$ cat config.mk
export PLATFORM = sky130hd
export DESIGN_NAME = gc_trap_controller
export DESIGN_NICKNAME = d
export VERILOG_FILES = /design/src/rtl/gc_trap_controller.sv
export SDC_FILE = /design/constraint.sdc
export NUM_CORES = 1
export LEC_CHECK = 0
export CORE_MARGIN = 8
export CORE_UTILIZATION = 42
export CTS_CLUSTER_DIAMETER = 50
export DETAILED_ROUTE_END_ITERATION = 8
export PLACE_DENSITY = 0.95
export SLEW_MARGIN = 20
export SYNTH_ARGS = -nofsm -noshare
export SYNTH_HDL_FRONTEND = slang
export SYNTH_SLANG_ARGS = --single-unit
export TNS_END_PERCENT = 10
$ cat constraint.sdc
create_clock -name clk -period 6.1 [get_ports clk]
set_input_delay 0.61 -clock clk [delete_from_list [all_inputs] [get_ports clk]]
set_output_delay 0.61 -clock clk [all_outputs]
set_load 0.03 [all_outputs]
$ cat src/rtl/gc_trap_controller.sv
// gc_trap_controller: global trap/return arbitration, pipeline drain, front-end
// flush and PC redirect sequencing, plus post-reset init-clear.
// Optional build macro: GC_TRAP_STATS_EN adds trap_count/ret_count outputs.
module gc_trap_controller #(
    parameter int NUM_SRC          = 4,
    parameter int ID_W             = 3,
    parameter int CODE_W           = 5,
    parameter int XLEN             = 32,
    parameter int INIT_CLEAR_DEPTH = 8,
    parameter int FLUSH_CYCLES     = 2
) (
    input  logic                      clk,
    input  logic                      rst,
    input  logic [NUM_SRC-1:0]        src_valid,
    input  logic [NUM_SRC*ID_W-1:0]   src_id,
    input  logic [NUM_SRC*CODE_W-1:0] src_code,
    input  logic [NUM_SRC*XLEN-1:0]   src_tval,
    output logic [NUM_SRC-1:0]        src_ack,
    input  logic                      ret_req,
    input  logic [XLEN-1:0]           ret_pc,
    output logic                      ret_ack,
    input  logic [XLEN-1:0]           trap_vec,
    input  logic                      drain_done,
    output logic                      init_clear,
    output logic                      fetch_hold,
    output logic                      issue_hold,
    output logic                      fetch_flush,
    output logic                      pc_override,
    output logic [XLEN-1:0]           redirect_pc,
    output logic                      exc_valid,
    output logic [CODE_W-1:0]         exc_code,
    output logic [XLEN-1:0]           exc_tval,
    output logic [ID_W-1:0]           exc_id,
    output logic                      busy
`ifdef GC_TRAP_STATS_EN
    ,
    output logic [31:0]               trap_count,
    output logic [31:0]               ret_count
`endif
);

    localparam int CNT_MAX = (INIT_CLEAR_DEPTH > FLUSH_CYCLES) ? INIT_CLEAR_DEPTH : FLUSH_CYCLES;
    localparam int CNT_W   = $clog2(CNT_MAX + 1);
    localparam int IDX_W   = (NUM_SRC > 1) ? $clog2(NUM_SRC) : 1;

    localparam logic [CNT_W-1:0] INIT_LOAD  = CNT_W'(INIT_CLEAR_DEPTH - 1);
    localparam logic [CNT_W-1:0] FLUSH_LOAD = CNT_W'(FLUSH_CYCLES - 1);

    typedef enum logic [2:0] {
        ST_INIT,
        ST_IDLE,
        ST_DRAIN,
        ST_FLUSH,
        ST_REDIRECT
    } state_t;

    state_t              state_q;
    state_t              state_n;
    logic [CNT_W-1:0]    cnt_q;

    // Latched event record
    logic [IDX_W-1:0]    src_idx_q;
    logic                is_trap_q;
    logic [ID_W-1:0]     id_q;
    logic [CODE_W-1:0]   code_q;
    logic [XLEN-1:0]     tval_q;
    logic [XLEN-1:0]     ret_pc_q;

    // Priority-encoder results
    logic                req_any;
    logic [IDX_W-1:0]    req_idx;
    logic [ID_W-1:0]     sel_id;
    logic [CODE_W-1:0]   sel_code;
    logic [XLEN-1:0]     sel_tval;

    logic                take_src;
    logic                take_ret;

    // Pick the lowest-index requesting source and its record fields
    always_comb begin
        req_any  = 1'b0;
        req_idx  = '0;
        sel_id   = '0;
        sel_code = '0;
        sel_tval = '0;
        for (int unsigned i = 0; i < NUM_SRC; i++) begin
            if (src_valid[i] && !req_any) begin
                req_any  = 1'b1;
                req_idx  = IDX_W'(i);
                sel_id   = src_id[i*ID_W +: ID_W];
                sel_code = src_code[i*CODE_W +: CODE_W];
                sel_tval = src_tval[i*XLEN +: XLEN];
            end
        end
    end

    // Next-state and combinational accept decode
    always_comb begin
        state_n  = state_q;
        take_src = 1'b0;
        take_ret = 1'b0;
        src_ack  = '0;
        case (state_q)
            ST_INIT: begin
                if (cnt_q == '0) state_n = ST_IDLE;
            end
            ST_IDLE: begin
                if (req_any) begin
                    take_src = 1'b1;
                    state_n  = ST_DRAIN;
                end else if (ret_req) begin
                    take_ret = 1'b1;
                    state_n  = ST_FLUSH;
                end
            end
            ST_DRAIN: begin
                // Only a strictly older-priority source may replace the record;
                // a replacement holds DRAIN for that cycle even if drained.
                if (req_any && (req_idx < src_idx_q)) begin
                    take_src = 1'b1;
                end else if (drain_done) begin
                    state_n = ST_FLUSH;
                end
            end
            ST_FLUSH: begin
                if (cnt_q == '0) state_n = ST_REDIRECT;
            end
            ST_REDIRECT: begin
                state_n = ST_IDLE;
            end
            default: begin
                state_n = ST_INIT;
            end
        endcase
        if (take_src) src_ack[req_idx] = 1'b1;
        ret_ack = take_ret;
    end

    // State, counter, event record and registered Moore outputs
    always_ff @(posedge clk or posedge rst) begin
        if (rst) begin
            state_q     <= ST_INIT;
            cnt_q       <= INIT_LOAD;
            src_idx_q   <= '0;
            is_trap_q   <= 1'b0;
            id_q        <= '0;
            code_q      <= '0;
            tval_q      <= '0;
            ret_pc_q    <= '0;
            init_clear  <= 1'b1;
            fetch_hold  <= 1'b1;
            issue_hold  <= 1'b1;
            busy        <= 1'b1;
            fetch_flush <= 1'b0;
            pc_override <= 1'b0;
            exc_valid   <= 1'b0;
`ifdef GC_TRAP_STATS_EN
            trap_count  <= '0;
            ret_count   <= '0;
`endif
        end else begin
            state_q <= state_n;

            if ((state_q == ST_INIT || state_q == ST_FLUSH) && cnt_q != '0)
                cnt_q <= cnt_q - 1'b1;
            if (state_n == ST_FLUSH && state_q != ST_FLUSH)
                cnt_q <= FLUSH_LOAD;

            if (take_src) begin
                src_idx_q <= req_idx;
                is_trap_q <= 1'b1;
                id_q      <= sel_id;
                code_q    <= sel_code;
                tval_q    <= sel_tval;
            end
            if (take_ret) begin
                is_trap_q <= 1'b0;
                ret_pc_q  <= ret_pc;
            end

            // Outputs are registered against the next state so they
            // align exactly with the state they decode.
            init_clear  <= (state_n == ST_INIT);
            fetch_hold  <= (state_n == ST_INIT);
            issue_hold  <= (state_n != ST_IDLE);
            busy        <= (state_n != ST_IDLE);
            fetch_flush <= (state_n == ST_FLUSH);
            pc_override <= (state_n == ST_REDIRECT);
            exc_valid   <= (state_n == ST_REDIRECT) && is_trap_q;

`ifdef GC_TRAP_STATS_EN
            if (state_q == ST_REDIRECT) begin
                if (is_trap_q) trap_count <= trap_count + 32'd1;
                else           ret_count  <= ret_count + 32'd1;
            end
`endif
        end
    end

    // trap_vec is taken live during REDIRECT; record outputs are zero elsewhere
    assign redirect_pc = pc_override ? (is_trap_q ? trap_vec : ret_pc_q) : '0;
    assign exc_code    = exc_valid ? code_q : '0;
    assign exc_tval    = exc_valid ? tval_q : '0;
    assign exc_id      = exc_valid ? id_q   : '0;

endmodule

Yosys cells after proc, flatten, opt, wreduce, memory -nomap -nowiden
Cells that the tools add are included.
{"block": "classes", "n_lt_le_gt_ge": 3, "n_reduce_logical": 18, "addsub": 1, "n_eq_ne": 8, "muxes": 44}
{"cell": "$mux 32", "n": 7}
{"cell": "$mux 3", "n": 11}
{"cell": "$mux 5", "n": 5}
{"cell": "$pmux 3 s5", "n": 1}
{"cell": "$mux 1", "n": 13}
{"cell": "$mux 4", "n": 3}
{"cell": "$eq 3x2->1 const B", "n": 3}
{"cell": "$logic_and 1x1->1", "n": 8}
{"cell": "$eq 3x3->1 const B", "n": 2}
{"cell": "$logic_not 3->1", "n": 2}
{"cell": "$logic_not 4->1", "n": 1}
{"cell": "$mux 2", "n": 2}
{"cell": "$reduce_bool 2->1", "n": 2}
{"cell": "$reduce_bool 4->1", "n": 1}
{"cell": "$sub 4x1->4 const B", "n": 1}
{"cell": "$eq 3x1->1 const B", "n": 1}
{"cell": "$logic_not 1->1", "n": 3}
{"cell": "$lt 2x3->1 const B", "n": 1}
{"cell": "$ne 3x1->1 const B", "n": 1}
{"cell": "$ne 3x2->1 const B", "n": 1}
{"cell": "$demux 1 s2", "n": 1}
{"cell": "$ge 2x1->1 const B", "n": 1}
{"cell": "$lt 2x2->1", "n": 1}
{"cell": "$pmux 1 s2", "n": 1}
{"cell": "$logic_or 1x1->1", "n": 1}
{"block": "word_totals", "elab_cells": 87, "output_inout_bits": 84, "reg_bits": 87, "in_bits": 232}

Logic depth before layout (Yosys ltp)
{"block": "depth", "depth_word": 17, "ltp_mapped": 11, "ltp_nobuf": 7}

Worst setup path after synthesis
OpenSTA, ideal clock, no wires.
{"block": "synth_path", "path_kind": "input port to output port", "start": "input src_valid[0]", "end": "output src_ack[1]", "t_arrival_ps": 3300, "path_slack_ps": 2190, "n_path_buf": 5, "stages": 11, "required_time_ps": 5490, "cell_sequence": "buf_2 -> clkbuf_1 -> clkbuf_1 -> nor3_1 -> ha_1 -> o311ai_4 -> a31oi_1 -> or3_1 -> buf_6 -> buf_6 -> nor3b_1"}
{"block": "synth_between", "elab_chain_len": 15}
{"element": "from (decl)", "line_no": "14", "text": "input logic [NUM_SRC-1:0] src_valid,"}
{"element": "$mux 1 (*)", "line_no": "87", "text": "if (src_valid[i] && !req_any) begin"}
{"element": "$logic_not 1->1", "line_no": "87"}
{"element": "$logic_and 1x1->1", "line_no": "87"}
{"element": "$mux 1 (*)", "line_no": "87"}
{"element": "$logic_not 1->1", "line_no": "87"}
{"element": "$logic_and 1x1->1", "line_no": "87"}
{"element": "$mux 1", "line_no": "87"}
{"element": "$logic_not 1->1", "line_no": "87"}
{"element": "$logic_and 1x1->1", "line_no": "87"}
{"element": "$mux 2 (*)", "line_no": "87"}
{"element": "via req_idx[1]", "line_no": "71", "text": "logic [IDX_W-1:0] req_idx;"}
{"element": "$lt 2x3->1 (implied by the code), or another cell as far along", "line_no": "135", "text": "if (take_src) src_ack[req_idx] = 1'b1;"}
{"element": "$logic_and 1x1->1, on equally long branches", "line_no": "135, 119"}
{"element": "$mux 1, on equally long branches", "line_no": "135, 119"}
{"element": "$demux 1 s2 / $pmux 1 s2 (equally long branches)", "line_no": "135, 103"}
{"element": "$mux 4 (*)", "line_no": "135"}
{"element": "to (decl)", "line_no": "18", "text": "output logic [NUM_SRC-1:0] src_ack,"}
Mark *: on every way through the listed nets, which the timed path passes. The rest lies on a longest branch.

Worst setup path in the final report
{"block": "layout_path", "start": "input src_valid[2]", "end": "output src_ack[2]"}
{"block": "layout_between", "elab_chain_len": 10}
{"element": "$logic_and 1x1->1 (*)", "line_no": "87"}
{"element": "$mux 1", "line_no": "87"}
{"element": "$logic_not 1->1", "line_no": "87"}
{"element": "$logic_and 1x1->1", "line_no": "87"}
{"element": "$mux 2 (*)", "line_no": "87"}
{"element": "via req_idx[1]", "line_no": "71"}
{"element": "$lt 2x3->1 (implied by the code), or another cell as far along", "line_no": "135"}
{"element": "$logic_and 1x1->1, on equally long branches", "line_no": "135, 119"}
{"element": "$mux 1, on equally long branches", "line_no": "135, 119"}
{"element": "$demux 1 s2 / $pmux 1 s2 (equally long branches)", "line_no": "135, 103"}
{"element": "$mux 4 (*)", "line_no": "135"}
Marked as above.

==> flow_metrics.env <==
export IMPL_io_buffer_count=315
export IMPL_met3_usage_pct=7.68
export IMPL_synth_xor_area_share_pct=0.489
export IMPL_ys_ff_latch=87
export IMPL_path_buf_inv=2
export IMPL_grt_antenna_before_repair=1
export IMPL_drc=0
export IMPL_avgSynthCellArea_um2=9.51
export IMPL_clock_fmax_mhz=229
export IMPL_drv_slew=0
export IMPL_async_flop_share_pct=100
export IMPL_multi_input_area_um2=2930
export IMPL_wl_per_cell_um=20.0
export IMPL_grtUsageTotal_pct=24.0
export IMPL_cts_root_buf="clkbuf_16"
export IMPL_ir_worst_vdd_uv=172
export IMPL_chipWidth_um=129
export IMPL_worst_setup_path_type="in -> out"
export IMPL_core_area_um2=12600
export IMPL_drt_iter0_drc=358
export IMPL_yosysWarnings=0
export IMPL_syn_to_final_growth_pct=65.0
export IMPL_cp_end_kind="primary output"
export IMPL_rows=41
export IMPL_start_kind="input port"
export IMPL_leakagePower_uw=0.00398
export IMPL_final_antenna_net_count=0
export IMPL_hold_worst_slack_ns=0.474
export IMPL_timing_final_crit_share_pct=71.5
export IMPL_synth_top_family_by_area="simple AND/OR/NAND/NOR gates"
export IMPL_layout_drive_gt1_share_pct=9.60
export IMPL_setup_viol=0
export IMPL_grt_max_degree=60
export IMPL_hold_path_class="reg -> reg"
export IMPL_rsz0062_at_grt="no"
export IMPL_gp_congestion=0.837
export IMPL_synth_top_area_cell="dfrtp_1"
export IMPL_synth_compound_area_share_pct=17.0
export IMPL_status="completed"
export IMPL_max_stage_delay_ns=0.72
export IMPL_grt_busiest_layer="met2"
export IMPL_cts_resized_gates=0
export IMPL_use_met2_pct=40.3
export IMPL_cts_path_max_buffers=2
export IMPL_cts_sinks=87
export IMPL_slew_headroom_pct=33.4
export IMPL_worstPathRequired_ns=5.49
export IMPL_grt_overflow=0
export IMPL_wirelength_mm=20.6
export IMPL_synth_edf_count=0
export IMPL_yosysMostFrequentCell="nand2_1"
export IMPL_hpwl_mm=16.2
export IMPL_fin_area_um2=8860
export IMPL_synth_common_cells="nand2_1 (102), dfrtp_1 (82), a22oi_1 (80)"
export IMPL_syn_cell_area_um2=5370
export IMPL_cts_hold_buffers=0
export IMPL_final_nets=1083
export IMPL_vias=5482
export IMPL_synth_area_mux_share_pct=17.4
export IMPL_use_met1_pct=27.0
export IMPL_dp_cells=1010
export IMPL_grt_pass1_wl_mm=31.1
export IMPL_cts_buffers=9
export IMPL_syn_nets=799
export IMPL_dieArea_um2=16700
export IMPL_p_per_area_nw_per_um2=306
export IMPL_clock_latency_ns=0.33
export IMPL_path_cells="clkdlybuf4s50_1 > nor2_1 > nor3_1 > ha_1 > o311ai_4 > a31oi_1 > or3_2 > nor3b_1 > clkdlybuf4s50_1"
export IMPL_start_util_pct=42.8
export IMPL_clkTransAtPathRegs_ns=0.06
export IMPL_worst_pin_slew_ns=0.999
export IMPL_placed_area_um2=8570
export IMPL_instances_no_fill=1027
export IMPL_synthSimpleGateAreaFrac_pct=18.9
export IMPL_drt_pass1_iterations=9
export IMPL_die_height_um=129
export IMPL_synth_main_ff_cell="dfrtp_1"
export IMPL_synth_distinct_cells=37
export IMPL_synth_area_leaders="dfrtp_1 (38%), a22oi_1 (11%), mux2_4 (9.8%)"
export IMPL_syn_inst=565
export IMPL_cts_htree_levels=3
export IMPL_cts_tree="yes"
export IMPL_post_cts_buffers=0
export IMPL_register_area_um2=2190
export IMPL_grt_pass1_vias=5782
export IMPL_crit_fanout=15
export IMPL_arrival_ns=3.75
export IMPL_cap_violations=0
export IMPL_pin_count=316
export IMPL_final_util_pct=70.5
export IMPL_fin_crit_ns=4.36
export IMPL_via_per_inst=5.34
export IMPL_synth_adder_area_share_pct=0.466
export IMPL_clock_skew_ns=0.0108
export IMPL_seq_area_frac_synth_pct=40.6
export IMPL_fill_cells=911
export IMPL_finalHoldViolCount=0
export IMPL_synth_top_area_share_pct=38.2
export IMPL_path_common_cell="clkdlybuf4s50_1"
export IMPL_tns_ns=0
export IMPL_cp_top_family="simple AND/OR/NAND/NOR gates"
export IMPL_cp_slowest_cell="clkdlybuf4s50_1"
[power breakdown]
group	total (uW)	internal [uW]	switching [uW]
combinational	1210	688	518
clock	531	293	237
sequential	976	814	162
total	2710	1800	917
[layout by cell type (no fill, tap or decap), types with 9 or more instances in the layout]
cell type and n:
a22oi_1 80, and2_1 42, buf_4 9, clkbuf_16 9, clkdlybuf4s50_1 313, dfrtp_1 80
mux2_4 35, mux2i_1 33, nand2_1 102, nor2b_1 37, o21ai_0 31, o21ai_1 11
[worst reg2reg max path, delay by kind of cell, from the launching register on]
kind            cells  cell delay (ns)
buf+inv             2             0.42
simple gates        1             0.71
mux                 1             0.36
flops               1             0.36
compound gates      2             0.22
fa+ha+maj           1             0.33
[metrics by stage]
| stage | power [uW] | worst slack, ns |
|---|---|---|
| floorplan | 1800 | 2.19 |
| global placement | 2140 | 1.86 |
| finish | 2710 | 1.74 |
| detailed placement | 2190 | 1.77 |
| CTS | 2730 | 1.76 |
| global route | 2880 | 1.60 |
[cells by family after synthesis]
| kind of cell | Yosys count |
|---|---|
| AO/OA/AOI/OAI | 135 |
| multiplexers | 75 |
| buffers and inverters | 59 |
| AND/OR/NAND/NOR | 204 |
| XOR/XNOR | 3 |
| adder cells (fa/ha/maj) | 2 |
| flip-flops | 87 |
[final timing paths]
kind / start / endpoint / slack (ns) / cells after the start
max in group asynchronous: rst / is_trap_q$_DFFE_PP0P_ / 4.29 / 3
worst min register to register: ret_pc_q[9]$_DFFE_PP0P_ / ret_pc_q[9]$_DFFE_PP0P_ / 0.47 / 2
worst max-delay path: src_valid[2] / src_ack[2] / 1.74 / 9
min in group asynchronous: rst / tval_q[10]$_DFFE_PP0P_ / 0.62 / 2
worst max register to register: src_idx_q[1]$_DFFE_PP0P_ / tval_q[8]$_DFFE_PP0P_ / 3.58 / 7
worst min-delay path: ret_pc_q[9]$_DFFE_PP0P_ / ret_pc_q[9]$_DFFE_PP0P_ / 0.47 / 2
[final cells by class]
| cell class | count | share of cell area, % |
|---|---|---|
| diodes | 1 | 0.0282 |
| clock buffers | 10 | 2.70 |
| clock inverters | 6 | 0.579 |
| inverters | 8 | 0.353 |
| multi-input cells | 419 | 33.0 |
| flip-flops and latches | 87 | 24.7 |
| well taps | 172 | 2.43 |
| repair buffers | 324 | 36.2 |
[routing by layer]
layer	wire, um	vias to the layer above
met5	0	-
met4	855	0
li1	-	2547
met1	7730	2575
met3	2040	48
met2	9940	312
[registers in the layout, summed over array words and instances, names as in the netlist]
signal,flops
busy,1
cnt_q,4
code_q,5
exc_valid,1
fetch_flush,1
fetch_hold,1
id_q,3
is_trap_q,1
pc_override,1
ret_pc_q,32
src_idx_q,2
state_q,3
tval_q,32
(Power assumes the default switching activity.)
